<file path="src/rtl/pipe_hazard_ctrl_if.sv">
// -----------------------------------------------------------------------------
// pipe_hazard_ctrl_if
//
// Groups the signals that pass between the pipeline datapath and the hazard
// controller into one bundle.
//
// Parameters
//   CNT_W          width of the two performance counters
//
// Signals (pipeline -> controller)
//   id_instr       instruction in the decode/branch stage
//   ex_rd          destination register of the instruction in EX
//   ex_reg_write   EX instruction writes a register
//   ex_mem_read    EX instruction is a load
//   br_mispredict  branch compare says taken; not-taken was predicted
//
// Signals (controller -> pipeline)
//   stallF/stallD  hold PC and IF/ID register
//   flushF/flushD  clear IF/ID and ID/EX contents
//   flushE         insert a bubble into EX
//   pc_sel         select the branch target at the PC mux
//   branch_dhazard branch operand source select
//   flush_cnt      saturating count of accepted redirects
//   stall_cnt      saturating count of stall cycles
//
// Modports
//   master         pipeline side (drives decode/EX information)
//   slave          hazard controller side
// -----------------------------------------------------------------------------
interface pipe_hazard_ctrl_if #(
   parameter int unsigned CNT_W = 16
);

   logic [31:0]      id_instr;
   logic [4:0]       ex_rd;
   logic             ex_reg_write;
   logic             ex_mem_read;
   logic             br_mispredict;

   logic             stallF;
   logic             stallD;
   logic             flushF;
   logic             flushD;
   logic             flushE;
   logic             pc_sel;
   logic [1:0]       branch_dhazard;
   logic [CNT_W-1:0] flush_cnt;
   logic [CNT_W-1:0] stall_cnt;

   modport master (
      output id_instr,
      output ex_rd,
      output ex_reg_write,
      output ex_mem_read,
      output br_mispredict,
      input  stallF,
      input  stallD,
      input  flushF,
      input  flushD,
      input  flushE,
      input  pc_sel,
      input  branch_dhazard,
      input  flush_cnt,
      input  stall_cnt
   );

   modport slave (
      input  id_instr,
      input  ex_rd,
      input  ex_reg_write,
      input  ex_mem_read,
      input  br_mispredict,
      output stallF,
      output stallD,
      output flushF,
      output flushD,
      output flushE,
      output pc_sel,
      output branch_dhazard,
      output flush_cnt,
      output stall_cnt
   );

endinterface

</file>
<file path="src/rtl/pipe_hazard_ctrl.sv">
// -----------------------------------------------------------------------------
// pipe_hazard_ctrl
//
// Hazard controller for a five-stage pipeline that resolves branches in
// decode. It detects load-use hazards against the instruction in EX, stalls
// the front end for one cycle when needed, and redirects the PC on a branch
// mispredict, flushing the wrong-path instructions.
//
// Parameters
//   FLUSH_CYCLES   1..3, number of FLUSH-state cycles following a redirect
//   CNT_W          width of the flush/stall performance counters
//
// Ports
//   clk            rising-edge clock
//   rst_n          asynchronous active-low reset
//   hz             pipe_hazard_ctrl_if.slave bundle (see interface file)
//
// Build option
//   BRANCH_FWD_EN  when defined, an ALU-result match on a branch operand is
//                  resolved by forwarding (branch_dhazard) instead of stalling.
//                  When undefined, branch_dhazard is tied to 0 and any such
//                  match costs one stall cycle.
//
// Behaviour summary
//   - Stall and redirect outputs are combinational from inputs and state.
//   - In RUN, a stall condition wins over a mispredict in the same cycle.
//   - A redirect is accepted only in RUN, for a branch, with no stall. The
//     acceptance cycle raises pc_sel/flushF/flushD; the FSM then spends
//     FLUSH_CYCLES cycles in FLUSH with flushF/flushD high and pc_sel low.
//   - br_mispredict is ignored in STALL and FLUSH so a held mispredict
//     cannot cause back-to-back redirects.
//   - All control outputs are forced low while rst_n is low.
// -----------------------------------------------------------------------------
module pipe_hazard_ctrl #(
   parameter int unsigned FLUSH_CYCLES = 1,
   parameter int unsigned CNT_W        = 16
) (
   input logic               clk,
   input logic               rst_n,
   pipe_hazard_ctrl_if.slave hz
);

   typedef enum logic [1:0] {
      StRun,
      StStall,
      StFlush
   } state_e;

   // Index of the final FLUSH cycle for the internal flush counter.
   localparam logic [1:0] FlushLast = 2'(FLUSH_CYCLES - 1);

   state_e           state_q, state_d;
   logic [1:0]       fcnt_q, fcnt_d;
   logic [CNT_W-1:0] flush_cnt_q, flush_cnt_d;
   logic [CNT_W-1:0] stall_cnt_q, stall_cnt_d;

   logic [4:0]       rs1;
   logic [4:0]       rs2;
   logic             is_branch;
   logic             match_rs1;
   logic             match_rs2;
   logic             load_use;
   logic             stall_cond;
   logic [1:0]       fwd_sel;
   logic             in_run;
   logic             stall_out;
   logic             mp_accept;

   logic             stall_f;
   logic             stall_d;
   logic             flush_f;
   logic             flush_d;
   logic             flush_e;
   logic             pc_sel;
   logic [1:0]       dhazard;

   // ---------------------------------------------------------------------------
   // Decode and hazard detection
   // ---------------------------------------------------------------------------
   assign rs1       = hz.id_instr[19:15];
   assign rs2       = hz.id_instr[24:20];
   assign is_branch = (hz.id_instr[6:2] == 5'b11000);

   // x0 is hardwired to zero, so a write to it never creates a dependency.
   assign match_rs1 = hz.ex_reg_write && (hz.ex_rd != 5'd0) && (hz.ex_rd == rs1);
   assign match_rs2 = hz.ex_reg_write && (hz.ex_rd != 5'd0) && (hz.ex_rd == rs2);

   // A load result is not available until after MEM, so no forwarding path
   // can cover it; applies to every instruction type.
   assign load_use  = hz.ex_mem_read && (match_rs1 || match_rs2);

`ifdef BRANCH_FWD_EN
   // ALU results of the EX instruction are fed back to the branch comparator.
   assign stall_cond = load_use;
   assign fwd_sel    = (is_branch && !load_use) ? {match_rs2, match_rs1} : 2'b00;
`else
   // No comparator feedback path: a branch must wait for the EX result.
   assign stall_cond = load_use || (is_branch && (match_rs1 || match_rs2));
   assign fwd_sel    = 2'b00;
`endif

   assign in_run    = (state_q == StRun);
   assign stall_out = in_run && stall_cond;
   assign mp_accept = in_run && !stall_cond && is_branch && hz.br_mispredict;

   // ---------------------------------------------------------------------------
   // FSM: state register
   // ---------------------------------------------------------------------------
   always_ff @(posedge clk or negedge rst_n) begin
      if (!rst_n) begin
         state_q <= StRun;
         fcnt_q  <= 2'd0;
      end else begin
         state_q <= state_d;
         fcnt_q  <= fcnt_d;
      end
   end

   // ---------------------------------------------------------------------------
   // FSM: next-state logic
   // ---------------------------------------------------------------------------
   always_comb begin
      state_d = state_q;
      fcnt_d  = fcnt_q;
      case (state_q)
         StRun: begin
            if (stall_cond) begin
               state_d = StStall;
            end else if (mp_accept) begin
               state_d = StFlush;
               fcnt_d  = 2'd0;
            end
         end
         StStall: begin
            state_d = StRun;
         end
         StFlush: begin
            if (fcnt_q == FlushLast) begin
               state_d = StRun;
               fcnt_d  = 2'd0;
            end else begin
               fcnt_d = fcnt_q + 2'd1;
            end
         end
         default: begin
            state_d = StRun;
            fcnt_d  = 2'd0;
         end
      endcase
   end

   // ---------------------------------------------------------------------------
   // FSM: outputs
   // ---------------------------------------------------------------------------
   always_comb begin
      stall_f = 1'b0;
      stall_d = 1'b0;
      flush_e = 1'b0;
      flush_f = 1'b0;
      flush_d = 1'b0;
      pc_sel  = 1'b0;
      dhazard = 2'b00;
      // The state already resets asynchronously, but the input-driven terms
      // would still leak through while reset is held; gate them explicitly.
      if (rst_n) begin
         stall_f = stall_out;
         stall_d = stall_out;
         flush_e = stall_out;
         pc_sel  = mp_accept;
         flush_f = mp_accept || (state_q == StFlush);
         flush_d = mp_accept || (state_q == StFlush);
         dhazard = fwd_sel;
      end
   end

   // ---------------------------------------------------------------------------
   // Saturating performance counters
   // ---------------------------------------------------------------------------
   always_comb begin
      flush_cnt_d = flush_cnt_q;
      stall_cnt_d = stall_cnt_q;
      if (mp_accept && (flush_cnt_q != {CNT_W{1'b1}})) begin
         flush_cnt_d = flush_cnt_q + CNT_W'(1);
      end
      if ((state_q == StStall) && (stall_cnt_q != {CNT_W{1'b1}})) begin
         stall_cnt_d = stall_cnt_q + CNT_W'(1);
      end
   end

   always_ff @(posedge clk or negedge rst_n) begin
      if (!rst_n) begin
         flush_cnt_q <= '0;
         stall_cnt_q <= '0;
      end else begin
         flush_cnt_q <= flush_cnt_d;
         stall_cnt_q <= stall_cnt_d;
      end
   end

   // ---------------------------------------------------------------------------
   // Interface outputs
   // ---------------------------------------------------------------------------
   assign hz.stallF         = stall_f;
   assign hz.stallD         = stall_d;
   assign hz.flushF         = flush_f;
   assign hz.flushD         = flush_d;
   assign hz.flushE         = flush_e;
   assign hz.pc_sel         = pc_sel;
   assign hz.branch_dhazard = dhazard;
   assign hz.flush_cnt      = flush_cnt_q;
   assign hz.stall_cnt      = stall_cnt_q;

endmodule

</file>
<file path="src/flat_wrapper.sv">
// flat-port wrapper written by rule: the top's interface ports become plain ports
module pipe_hazard_ctrl_flat 
#(
   parameter int unsigned FLUSH_CYCLES = 1,
   parameter int unsigned CNT_W        = 16
)
  (clk, rst_n, hz_id_instr, hz_ex_rd, hz_ex_reg_write, hz_ex_mem_read, hz_br_mispredict, hz_stallF, hz_stallD, hz_flushF, hz_flushD, hz_flushE, hz_pc_sel, hz_branch_dhazard, hz_flush_cnt, hz_stall_cnt);
  pipe_hazard_ctrl_if #(.CNT_W(CNT_W)) hz_i ();
  input logic clk;
  input logic rst_n;
  input wire logic [$bits(hz_i.id_instr)-1:0] hz_id_instr;
  input wire logic [$bits(hz_i.ex_rd)-1:0] hz_ex_rd;
  input wire logic [$bits(hz_i.ex_reg_write)-1:0] hz_ex_reg_write;
  input wire logic [$bits(hz_i.ex_mem_read)-1:0] hz_ex_mem_read;
  input wire logic [$bits(hz_i.br_mispredict)-1:0] hz_br_mispredict;
  output wire logic [$bits(hz_i.stallF)-1:0] hz_stallF;
  output wire logic [$bits(hz_i.stallD)-1:0] hz_stallD;
  output wire logic [$bits(hz_i.flushF)-1:0] hz_flushF;
  output wire logic [$bits(hz_i.flushD)-1:0] hz_flushD;
  output wire logic [$bits(hz_i.flushE)-1:0] hz_flushE;
  output wire logic [$bits(hz_i.pc_sel)-1:0] hz_pc_sel;
  output wire logic [$bits(hz_i.branch_dhazard)-1:0] hz_branch_dhazard;
  output wire logic [$bits(hz_i.flush_cnt)-1:0] hz_flush_cnt;
  output wire logic [$bits(hz_i.stall_cnt)-1:0] hz_stall_cnt;
  assign hz_i.id_instr = hz_id_instr;
  assign hz_i.ex_rd = hz_ex_rd;
  assign hz_i.ex_reg_write = hz_ex_reg_write;
  assign hz_i.ex_mem_read = hz_ex_mem_read;
  assign hz_i.br_mispredict = hz_br_mispredict;
  assign hz_stallF = hz_i.stallF;
  assign hz_stallD = hz_i.stallD;
  assign hz_flushF = hz_i.flushF;
  assign hz_flushD = hz_i.flushD;
  assign hz_flushE = hz_i.flushE;
  assign hz_pc_sel = hz_i.pc_sel;
  assign hz_branch_dhazard = hz_i.branch_dhazard;
  assign hz_flush_cnt = hz_i.flush_cnt;
  assign hz_stall_cnt = hz_i.stall_cnt;
  pipe_hazard_ctrl #(.FLUSH_CYCLES(FLUSH_CYCLES), .CNT_W(CNT_W)) u_core (.clk(clk), .rst_n(rst_n), .hz(hz_i));
endmodule
</file>
<file path="config.mk">
export PLATFORM = sky130hd
export DESIGN_NAME = pipe_hazard_ctrl_flat
export DESIGN_NICKNAME = d
export VERILOG_FILES = /design/src/rtl/pipe_hazard_ctrl_if.sv /design/src/rtl/pipe_hazard_ctrl.sv /design/src/flat_wrapper.sv
export SDC_FILE = /design/constraint.sdc
export NUM_CORES = 1
export LEC_CHECK = 0
export CAP_MARGIN = 20
export CORE_UTILIZATION = 30
export CTS_CLUSTER_SIZE = 14
export DETAILED_ROUTE_END_ITERATION = 8
export PLACE_DENSITY_LB_ADDON = 0.3
export SYNTH_ARGS = -nofsm -noshare
export SYNTH_HDL_FRONTEND = slang
export SYNTH_SLANG_ARGS = --single-unit
</file>
<file path="constraint.sdc">
create_clock -name clk -period 2.05 [get_ports clk]
set_input_delay 0.205 -clock clk [delete_from_list [all_inputs] [get_ports clk]]
set_output_delay 0.205 -clock clk [all_outputs]
set_load 0.01 [all_outputs]
</file>
==> metrics <==
status complete, no violations; clk buf depth 2; DIE WIDTH 83.6 um; sequential cell area 901 um2; share of cells above drive strength 1 a little over a fifth; vias in the first global route 1791; GRT Overall Usage 14.4%; Syn Area/Cell between 10 and 15 um2; cell area after synthesis roughly 2000 um2; crit path max fanout 3; clk root buf clkbuf_8; sw frac 25.1%; GP Congestion roughly 0.83; first-pass GRT wire length approximately 8000 um; clock sinks 36; # fillers slightly above 600; reg2reg end u_core.hz.flush_cnt[13]; skew final between 0.004 and 0.005 ns; Net Sw Power 0.416 mW; min Tclk post-route 1.96 ns; Remaining DRCs 0; Hold Buf Count CTS 0; Post-Place Cell Area 2850 um2; post-route cell area 2960 um2; endpoints failing hold 0; CTS Buf Count 5; Post-Place Cells 350; Post-Route WL 4830 um; Worst Path Arrival 1.76 ns; Slew Limit Fails 0; # rows 29; area of the multi-input gates about 1100 um2; Final Cycle Share 95.6%; Port Buf Inserts 62; grt ovf 0; vias per cell 4.85; worst skew pair latency 0.29 ns; IO Count 82; commonest non-fill, non-tap cell in the layout clkdlybuf4s50_1; Max VDD drop 419 uV; wire length per cell 13.5 um; Pre-antenna DRT Iters 4; Pwr per Cell Area 560 nW/um2; Hold Crit Class in2async; TNS Setup 0 ns; Comb pwr share 19.8%; initial antenna violation count 0; cell count after synthesis 193; core outline area 6390 um2; setup ws final around 0.090 ns; DR top layer met4; Ant. Diodes 0; post-synth cell types 41; kind of critical path in2out; leak pwr 1.28 nW; met3 routed WL 269 um; routed wl met2 about 2300 um; DP HPWL 3530 um; CTS tree yes; count of final setup violators 0; Layout area overhead 48.1%; die area 6990 um2; ANT nets after route 0; total power 1.66 mW; RSZ-0062 raised after global routing false; Post-Place Worst Slack -0.484 ns; Syn. warnings 0; Die H around 84 um; R2R Path Start u_core.hz.flush_cnt[0]; DR vias approximately 1700; P_int 1.24 mW; Startpoint Class input pin; CTS clk-pin slew, worst paths 0.07 ns; Clock Power Share 33.1%; top achievable clock speed about 510 MHz; required time worst endpoint approximately 1.9 ns; maxcap violations 0; largest net degree at the start of global routing 19; H-tree levels 2; initial drt markers 56; effective utilization at floorplan 31.3%; sequential share of power 47.2%; post-synthesis sequential area ratio 45.1%; Post-CTS Setup Bufs 0; met1 WL 2180 um; fin cells 357; CP endpoint kind output pin; flop-to-flop setup slack 0.17 ns; R2R depth 9; commonest non-fill, non-tap cells in the layout clkdlybuf4s50_1 (52), dfrtp_1 (36), xnor2_1 (30), buf_4 (26); final-stage net count 326; synthesized flop and latch total 36
## through the flow
stage          utilization (%)  hold slack (ns)
2_1_floorplan                -          -0.0906
3_3_place_gp              44.6            0.484
3_5_place_dp              44.6            0.486
4_1_cts                   46.1            0.356
5_1_grt                   46.4            0.375
6_report                  46.4            0.345
## registers in the layout (all words and copies together), names as in the netlist
signal / count
u_core.state_q: 2
u_core.hz.stall_cnt: 16
u_core.fcnt_q: 2
u_core.hz.flush_cnt: 16
## cell usage after synthesis, drive strengths merged
cell / count / share of area, %
or3b: 1 / 0.44
a21oi: 2 / 0.50
mux2: 3 / 2.1
o41a: 1 / 0.63
o21ai: 2 / 0.50
ha: 4 / 2.5
a211oi: 1 / 0.38
nand3b: 2 / 0.75
nor3: 10 / 2.5
inv: 6 / 1.1
buf: 9 / 3.4
conb: 1 / 0.19
xor2: 8 / 3.5
nor2b: 1 / 0.31
or4: 1 / 0.38
o22ai: 1 / 0.31
nor4: 1 / 0.63
and4: 2 / 1.0
nand3: 15 / 4.6
nand4: 14 / 4.4
o31ai: 3 / 1.1
nor4b: 1 / 1.2
nand2: 17 / 3.7
a31oi: 2 / 0.63
dfrtp: 36 / 45
xnor2: 30 / 13
and3: 6 / 2.1
o41ai: 1 / 0.44
or2: 1 / 0.31
nand2b: 1 / 0.31
nor2: 10 / 1.9
## worst max-delay path: stages
cell	delay, ns
clkdlybuf4s50_1	0.45
nor4b_4	0.33
a21oi_2	0.12
nor2_4	0.13
nand2_4	0.06
buf_4	0.14
nor2_1	0.07
buf_4	0.13
buf_2	0.12
## routing by layer
| metal | global-route usage [%] | up-vias |
|---|---|---|
| met5 | 0 | - |
| met4 | 3.85 | 0 |
| met3 | 4.55 | 11 |
| met1 | 17.5 | 819 |
| met2 | 24.6 | 50 |
| li1 | - | 851 |
## cell families (layout without fill, tap and decap cells)
family / after synthesis / count (layout) / share of synthesized area, %
buf+inv: 15 / 101 / 4.51
compound gates: 13 / 13 / 4.51
mux: 3 / 3 / 2.07
other cells: 1 / 2 / 0.188
fa+ha+maj: 4 / 4 / 2.50
simple gates: 83 / 83 / 24.5
flops: 36 / 36 / 45.1
xor+xnor: 38 / 38 / 16.6
## power groups by stage
stage          combinational [mW]  clock (mW)  sequential, mW
6_report                    0.327       0.548           0.782
3_5_place_dp                0.322           0           0.795
3_3_place_gp                0.317           0           0.793
4_1_cts                     0.328       0.562           0.781
5_1_grt                     0.363       0.593           0.789
2_1_floorplan              0.0975           0           0.816
## cell type report
class	instances	area share [%]
Sequential cell	36	30.4
Tap cell	77	3.25
Multi-Input combinational cell	143	35.5
Inverter	6	0.760
Clock buffer	7	3.25
Timing Repair Buffer	88	26.8
## how the worst max path moves through the flow
stage,startpoint,endpoint,slack (ns),depth (start not counted)
floorplan,u_core.hz.flush_cnt[0],u_core.hz.flush_cnt[1],0.09,6
detailed placement,hz_ex_rd[0],hz_flushD,-0.48,8
finish,hz_id_instr[3],hz_stallD,0.09,9
global placement,hz_ex_rd[0],hz_flushD,-0.43,8
global route,u_core.hz.flush_cnt[0],u_core.hz.flush_cnt[11],0.009,9
CTS,hz_ex_rd[4],hz_pc_sel,0.03,8
## timing repair
item | in CTS | in global routing
resized for setup | 31 | 7
endpoints found under the setup margin | 6 | 6
pin swaps | 4 | 5
No activity file was read; power rests on OpenSTA's default activity.
